===== config.mk =====
export PLATFORM = sky130hd
export DESIGN_NAME = datamem_arbiter
export DESIGN_NICKNAME = d
export VERILOG_FILES = /design/src/rtl/datamem_arbiter.sv
export SDC_FILE = /design/constraint.sdc
export NUM_CORES = 1
export LEC_CHECK = 0
export ABC_AREA = 1
export CORE_AREA = 2 2 91 93
export DETAILED_ROUTE_END_ITERATION = 7
export DIE_AREA = 0 0 93 95
export GPL_TIMING_DRIVEN = 0
export HOLD_SLACK_MARGIN = 0.12
export PLACE_DENSITY = 0.72
export SLEW_MARGIN = 25
export SYNTH_ARGS = -nofsm -noshare
export SYNTH_HDL_FRONTEND = slang
export SYNTH_SLANG_ARGS = --single-unit

===== constraint.sdc =====
create_clock -name clk -period 4.6 [get_ports clk]
set_input_delay 0.46 -clock clk [delete_from_list [all_inputs] [get_ports clk]]
set_output_delay 0.46 -clock clk [all_outputs]
set_load 0.05 [all_outputs]

===== src/rtl/datamem_arbiter.sv =====
// datamem_arbiter
//   Shares the single-port, byte-addressed data memory between the core
//   load/store path and the debug/loader port. It grants at most one request
//   per cycle, issues it as one memory command, and returns the response to
//   the owning requester one cycle later. The core has priority. A starvation
//   counter forces a debug grant after STARVE_LIMIT consecutive blocked debug
//   cycles. Misaligned requests are accepted but never reach the memory; they
//   are answered with an error response.
//
// Ports
//   clk, rst_n              clock; synchronous active-low reset
//   core_req_* / dbg_req_*  request channels (valid/ready, wr, addr, funct3, wdata)
//   core_rsp_* / dbg_rsp_*  response channels (valid, err, rdata)
//   mem_en/wr/addr/funct3/wdata  command to the memory
//   mem_rdata               load result, valid the cycle after a read command
module datamem_arbiter #(
    parameter int ADDR_W       = 7,
    parameter int STARVE_LIMIT = 4
) (
    input  logic              clk,
    input  logic              rst_n,

    input  logic              core_req_valid,
    output logic              core_req_ready,
    input  logic              core_req_wr,
    input  logic [ADDR_W-1:0] core_req_addr,
    input  logic [2:0]        core_req_funct3,
    input  logic [31:0]       core_req_wdata,
    output logic              core_rsp_valid,
    output logic              core_rsp_err,
    output logic [31:0]       core_rsp_rdata,

    input  logic              dbg_req_valid,
    output logic              dbg_req_ready,
    input  logic              dbg_req_wr,
    input  logic [ADDR_W-1:0] dbg_req_addr,
    input  logic [2:0]        dbg_req_funct3,
    input  logic [31:0]       dbg_req_wdata,
    output logic              dbg_rsp_valid,
    output logic              dbg_rsp_err,
    output logic [31:0]       dbg_rsp_rdata,

    output logic              mem_en,
    output logic              mem_wr,
    output logic [ADDR_W-1:0] mem_addr,
    output logic [2:0]        mem_funct3,
    output logic [31:0]       mem_wdata,
    input  logic [31:0]       mem_rdata
);

    localparam logic [3:0] LIMIT = 4'(STARVE_LIMIT);

    typedef struct packed {
        logic              wr;
        logic [ADDR_W-1:0] addr;
        logic [2:0]        funct3;
        logic [31:0]       wdata;
    } req_t;

    // Undefined size codes (011, 110, 111) are rejected like misaligned ones.
    function automatic logic misaligned(input logic [2:0] f3, input logic [1:0] a);
        case (f3)
            3'b000, 3'b100: misaligned = 1'b0;
            3'b001, 3'b101: misaligned = a[0];
            3'b010:         misaligned = |a;
            default:        misaligned = 1'b1;
        endcase
    endfunction

    logic [3:0] starve_q;
    logic       rsp_pending_q;
    logic       rsp_owner_q;     // 0 = core, 1 = debug
    logic       rsp_err_q;
    logic       rsp_is_read_q;

    logic       gnt_core, gnt_dbg, any_gnt, sel_mis;
    req_t       core_req, dbg_req, sel;

    assign core_req = '{wr: core_req_wr, addr: core_req_addr,
                        funct3: core_req_funct3, wdata: core_req_wdata};
    assign dbg_req  = '{wr: dbg_req_wr, addr: dbg_req_addr,
                        funct3: dbg_req_funct3, wdata: dbg_req_wdata};

    // Debug wins when starved or when the core is idle; reset gates all grants.
    assign gnt_dbg  = rst_n && dbg_req_valid && (starve_q == LIMIT || !core_req_valid);
    assign gnt_core = rst_n && core_req_valid && !gnt_dbg;
    assign any_gnt  = gnt_core || gnt_dbg;

    assign core_req_ready = gnt_core;
    assign dbg_req_ready  = gnt_dbg;

    assign sel     = gnt_dbg ? dbg_req : core_req;
    assign sel_mis = misaligned(sel.funct3, sel.addr[1:0]);

    assign mem_en     = any_gnt && !sel_mis;
    assign mem_wr     = sel.wr;
    assign mem_addr   = sel.addr;
    assign mem_funct3 = sel.funct3;
    assign mem_wdata  = sel.wdata;

    always_ff @(posedge clk) begin
        if (!rst_n) begin
            starve_q      <= 4'd0;
            rsp_pending_q <= 1'b0;
            rsp_owner_q   <= 1'b0;
            rsp_err_q     <= 1'b0;
            rsp_is_read_q <= 1'b0;
        end else begin
            if (!dbg_req_valid || gnt_dbg)
                starve_q <= 4'd0;
            else if (starve_q != LIMIT)
                starve_q <= starve_q + 4'd1;

            rsp_pending_q <= any_gnt;
            if (any_gnt) begin
                rsp_owner_q   <= gnt_dbg;
                rsp_err_q     <= sel_mis;
                rsp_is_read_q <= !sel.wr;
            end
        end
    end

    // Responses are also gated by reset so that a response pending at the
    // reset edge is never presented, even in the cycle reset is raised.
    logic        rsp_live;
    logic [31:0] rsp_data;

    assign rsp_live = rst_n && rsp_pending_q;
    assign rsp_data = (rsp_is_read_q && !rsp_err_q) ? mem_rdata : 32'd0;

    assign core_rsp_valid = rsp_live && !rsp_owner_q;
    assign dbg_rsp_valid  = rsp_live &&  rsp_owner_q;
    assign core_rsp_err   = core_rsp_valid && rsp_err_q;
    assign dbg_rsp_err    = dbg_rsp_valid  && rsp_err_q;
    assign core_rsp_rdata = core_rsp_valid ? rsp_data : 32'd0;
    assign dbg_rsp_rdata  = dbg_rsp_valid  ? rsp_data : 32'd0;

endmodule


Yosys cells after proc, flatten, opt, wreduce, memory -nomap -nowiden
Index checks and enable logic that the tools add are counted.
{"block": "classes", "addsub": 1, "multipliers": 0, "n_div": 0, "magnitude_cmp": 0, "eq_ne": 6, "shifts": 0, "n_mux": 5, "bitwise_logic": 1, "reduce_logical": 26}
{"op": "$mux 32", "count": 3}
{"op": "$mux 43", "count": 1}
{"op": "$logic_and 1x1->1", "count": 11}
{"op": "$reduce_or 2->1", "count": 4}
{"op": "$logic_not 1->1", "count": 7}
{"op": "$eq 3x3->1 const B", "count": 2}
{"op": "$add 4x1->4 const B", "count": 1}
{"op": "$eq 4x3->1 const B", "count": 1}
{"op": "$ne 4x3->1 const B", "count": 1}
{"op": "$eq 3x1->1 const B", "count": 1}
{"op": "$eq 3x2->1 const B", "count": 1}
{"op": "$logic_not 3->1", "count": 1}
{"op": "$logic_or 1x1->1", "count": 3}
{"op": "$pmux 1 s3", "count": 1}
{"op": "$not 1->1", "count": 1}
{"block": "word_totals", "ff_bits": 8, "latch_bits": 0, "mem_bits_rw": 0, "mem_bits_ro": 0, "in_bits": 122, "out_inout_bits": 114, "word_cells": 44, "memories": 0}

Longest topological paths before layout
{"block": "depth", "word_depth": 9, "mapped_depth": 10, "mapped_depth_nobuf": 10}

Least setup slack after synthesis
No wires, ideal clock.
{"block": "synth_path", "kind": "input -> output", "start": "input port rst_n", "end": "output port dbg_rsp_rdata[22]", "arrival_time_ps": 2720, "required_time_ps": 4140, "setup_slack_ps": 1420, "cell_stages": 5, "path_buffers": 1, "path_cell_list": "nand2_1 -> nor2_1 -> inv_1 -> buf_1 -> nor3_1"}
{"block": "synth_via", "elab_chain_cells": 3}
{"element": "start: declaration", "line_no": "21", "text": "input logic rst_n,"}
{"element": "$logic_and 1x1->1", "line_no": "128", "text": "assign rsp_live = rst_n && rsp_pending_q;"}
{"element": "$logic_and 1x1->1", "line_no": "132", "text": "assign dbg_rsp_valid = rsp_live && rsp_owner_q;"}
{"element": "named net dbg_rsp_valid", "line_no": "39", "text": "output logic dbg_rsp_valid,"}
{"element": "$mux 32", "line_no": "136", "text": "assign dbg_rsp_rdata = dbg_rsp_valid ? rsp_data : 32'd0;"}
{"element": "end: declaration", "line_no": "41", "text": "output logic [31:0] dbg_rsp_rdata,"}
The timed path passes the listed nets, and every way through them passes these cells.

Final worst setup path
{"block": "layout_path", "start": "input port rst_n", "end": "output port dbg_rsp_rdata[14]"}
{"block": "layout_via", "elab_chain_cells": 3}
{"element": "$logic_and 1x1->1", "line_no": "128"}
{"element": "$logic_and 1x1->1", "line_no": "132"}
{"element": "$mux 32", "line_no": "136"}
No other way between the ends.

==> flow_metrics.py <==
metrics = {
    "yosys": {
        "syn_area_um2": 1510,
        "synth_top_area_share": 0.321,
        "synthTopCellsByArea": "nand2_1, nor3_1, inv_1",
        "synth_nets": 433,
        "synthCells": 309,
        "synth.largest_area_cell": "nand2_1",
        "synth_edf_count": 0,
        "synth_seq_area_share": 0.106,
        "ys_warn_count": 0,
        "ys_ff_latch": 8,
        "ys.flop_type": "dfxtp_1",
        "yosysUniqueCellTypes": 28,
        "synth.avg_cell_area_um2": 4.88,
        "async_flop_share": 0,
    },
    "setup_path": {
        "r2r-start": "starve_q[0]",
        "r2r_setup_slack_ns": 3.02,
        "path_class": "in -> out",
        "end_kind": "output port",
        "worstPathRequired_ns": 4.14,
        "worst_setup_path_start_kind": "primary input",
        "worstPathMaxFanout": 10,
        "r2r_cells": 10,
        "arrival_ns": 2.83,
        "rr_endpoint": "rsp_is_read_q",
        "cp-endpoint": "dbg_rsp_rdata[14]",
        "startpoint": "rst_n",
    },
    "layout": {
        "area_growth_pct": 167,
        "layout-drive-gt1-share": 0.0366,
        "fin_nets": 673,
        "fillCellCount": 817,
        "insertedDiodeCount": 0,
        "design_area_um2": 4030,
    },
    "detailed_routing": {
        "drtIter0Drc": 46,
        "ant_nets": 0,
        "drc": 0,
        "wl_per_cell_um": 12.3,
        "vias": 2822,
        "drt_first_pass_iters": 5,
        "wl_mm": 8.05,
        "viasPerCell": 4.33,
    },
    "sta": {
        "finalClockSkew_ns": 0.00317,
        "finalSetupViolations": 0,
        "rsz0062_at_grt": "false",
        "tns_ns": 0,
        "final_max_slew_viol_count": 0,
        "tightest_slew_ns": 0.572,
        "hold_ws_ns": 0.469,
        "hold_viol": 0,
        "fmax_mhz": 304,
        "fin_crit_ns": 3.29,
        "slew_headroom": 0.617,
        "fin_crit_sh": 0.716,
    },
    "global_route": {
        "grt-ovfl-total": 0,
        "antenna_found_initial": 0,
        "grt_pass1_wl_mm": 11.8,
        "grt_pass1_vias": 2533,
        "grt_max_degree": 11,
        "grt_use_total": 0.164,
    },
    "place": {
        "placed_cell_area_um2": 3990,
        "dpl.hpwl_mm": 7.20,
        "place_congestion": 0.859,
        "port_buffers": 235,
    },
    "cts": {
        "cts_tree": "done",
        "cts_hold_buffers": 0,
        "cts.htree.levels": 1,
        "cts_max_path_buffers": 2,
        "cts_resized": 0,
        "clk_latency_ns": 0.22,
        "post_cts_buffers": 0,
        "cts-root-buf": "clkbuf_8",
        "cts_sinks": 8,
        "numCtsBuffers": 3,
        "clk_pin_slew_ns": 0.04,
    },
    "pwr": {
        "p_per_area_nw_per_um2": 140,
        "leakagePower_uw": 0.00176,
        "ir_worst_vdd_uv": 79.9,
    },
    "status": {
        "status": "finished clean",
    },
    "die": {
        "die_area_um2": 8840,
        "die_h_um": 95,
        "core_um2": 7930,
        "io_pins": 236,
        "start_util": 0.190,
        "die_w_um": 93,
        "num_rows": 33,
    },
    "hold_path": {
        "hold_class": "reg -> reg",
    },
    "job": {
        "drv_cap": 0,
    },
}
## power by group
group          switching [uW]  internal, uW
clock network            25.5          56.5
registers                2.07          73.1
logic                     231           177
total                     258           307
## layer usage
metal	wire length, um	share of wire	track usage
met1	2640	0.33	0.153
met2	4310	0.54	0.342
met3	939	0.12	0.0471
met4	159	0.020	0.0441
met5	0	0	0
## flip-flops by register name, indices dropped and copies added, names as in the netlist
name / flops
rsp_is_read_q: 1
rsp_err_q: 1
rsp_owner_q: 1
starve_q: 4
rsp_pending_q: 1
## stage by stage
step / util / total power (uW) / setup slack (ns) / instances
finish: 0.509 / 565 / 1.31 / 652
global placement: 0.504 / 483 / 1.33 / 649
detailed placement: 0.504 / 486 / 1.26 / 649
floorplan: - / 289 / 1.42 / 309
global route: 0.509 / 599 / 1.16 / 652
CTS: 0.509 / 570 / 1.26 / 652
## layout make-up
| type | count | area [um2] | share of cell area |
|---|---|---|---|
| Clock buffer | 3 | 41.3 | 0.0102 |
| Multi-Input combinational cell | 228 | 1030 | 0.256 |
| Sequential cell | 8 | 160 | 0.0397 |
| Inverter | 53 | 201 | 0.0499 |
| Tap cell | 105 | 131 | 0.0326 |
| Buffer | 20 | 116 | 0.0288 |
| Timing Repair Buffer | 235 | 2350 | 0.583 |
## synthesized netlist by cell type, types with 2 or more instances
| library cell | instances |
|---|---|
| buf_2 | 3 |
| nor3_1 | 64 |
| buf_6 | 5 |
| nor2_1 | 7 |
| nand2_2 | 2 |
| nand3_1 | 4 |
| inv_1 | 49 |
| o21ai_0 | 3 |
| nand3b_1 | 3 |
| nand2_4 | 2 |
| inv_2 | 2 |
| dfxtp_1 | 8 |
| a21oi_1 | 3 |
| buf_1 | 4 |
| nand2_1 | 129 |
| ha_1 | 2 |
| clkbuf_1 | 8 |
## how the worst min path moves through the flow
stage                      from           to  slack (ns)  cells past startpoint
finish              starve_q[0]  starve_q[0]        0.47                      1
CTS                 starve_q[0]  starve_q[0]        0.47                      1
global placement    starve_q[0]  starve_q[0]        0.45                      1
global route        starve_q[0]  starve_q[0]        0.50                      1
detailed placement  starve_q[0]  starve_q[0]        0.46                      1
floorplan           starve_q[0]  starve_q[0]        0.43                      1
## kinds of logic after synthesis
group                      count (synthesis)  synth area share
buffers and inverters                     73             0.211
adders and majority gates                  2            0.0166
AOI/OAI and AO/OA                          9            0.0340
DFF                                        8             0.106
and+or+nand+nor                          215             0.621
xor gates and xnor gates                   2            0.0116
## worst max-delay path: stages
cell             delay, ns
clkdlybuf4s50_1       0.56
nand2_1               0.09
nor2_1                0.16
inv_1                 0.13
clkbuf_1              0.24
nor3_1                0.32
clkdlybuf4s50_1       0.87
## cell usage in the layout, fill, tap and decap left out, drive strengths merged, types with 3 or more instances in the layout
cell type      synthesis  layout
nand3b                 3       3
a21oi                  4       4
inv                   52      52
o21ai                  4       4
nand2                133     133
clkdlybuf4s50          0     235
buf                   12      12
dfxtp                  8       8
nand3                  5       5
nor2                   7       7
clkbuf                 8      11
nor3                  64      64
Power figures use the tool's default switching activity.
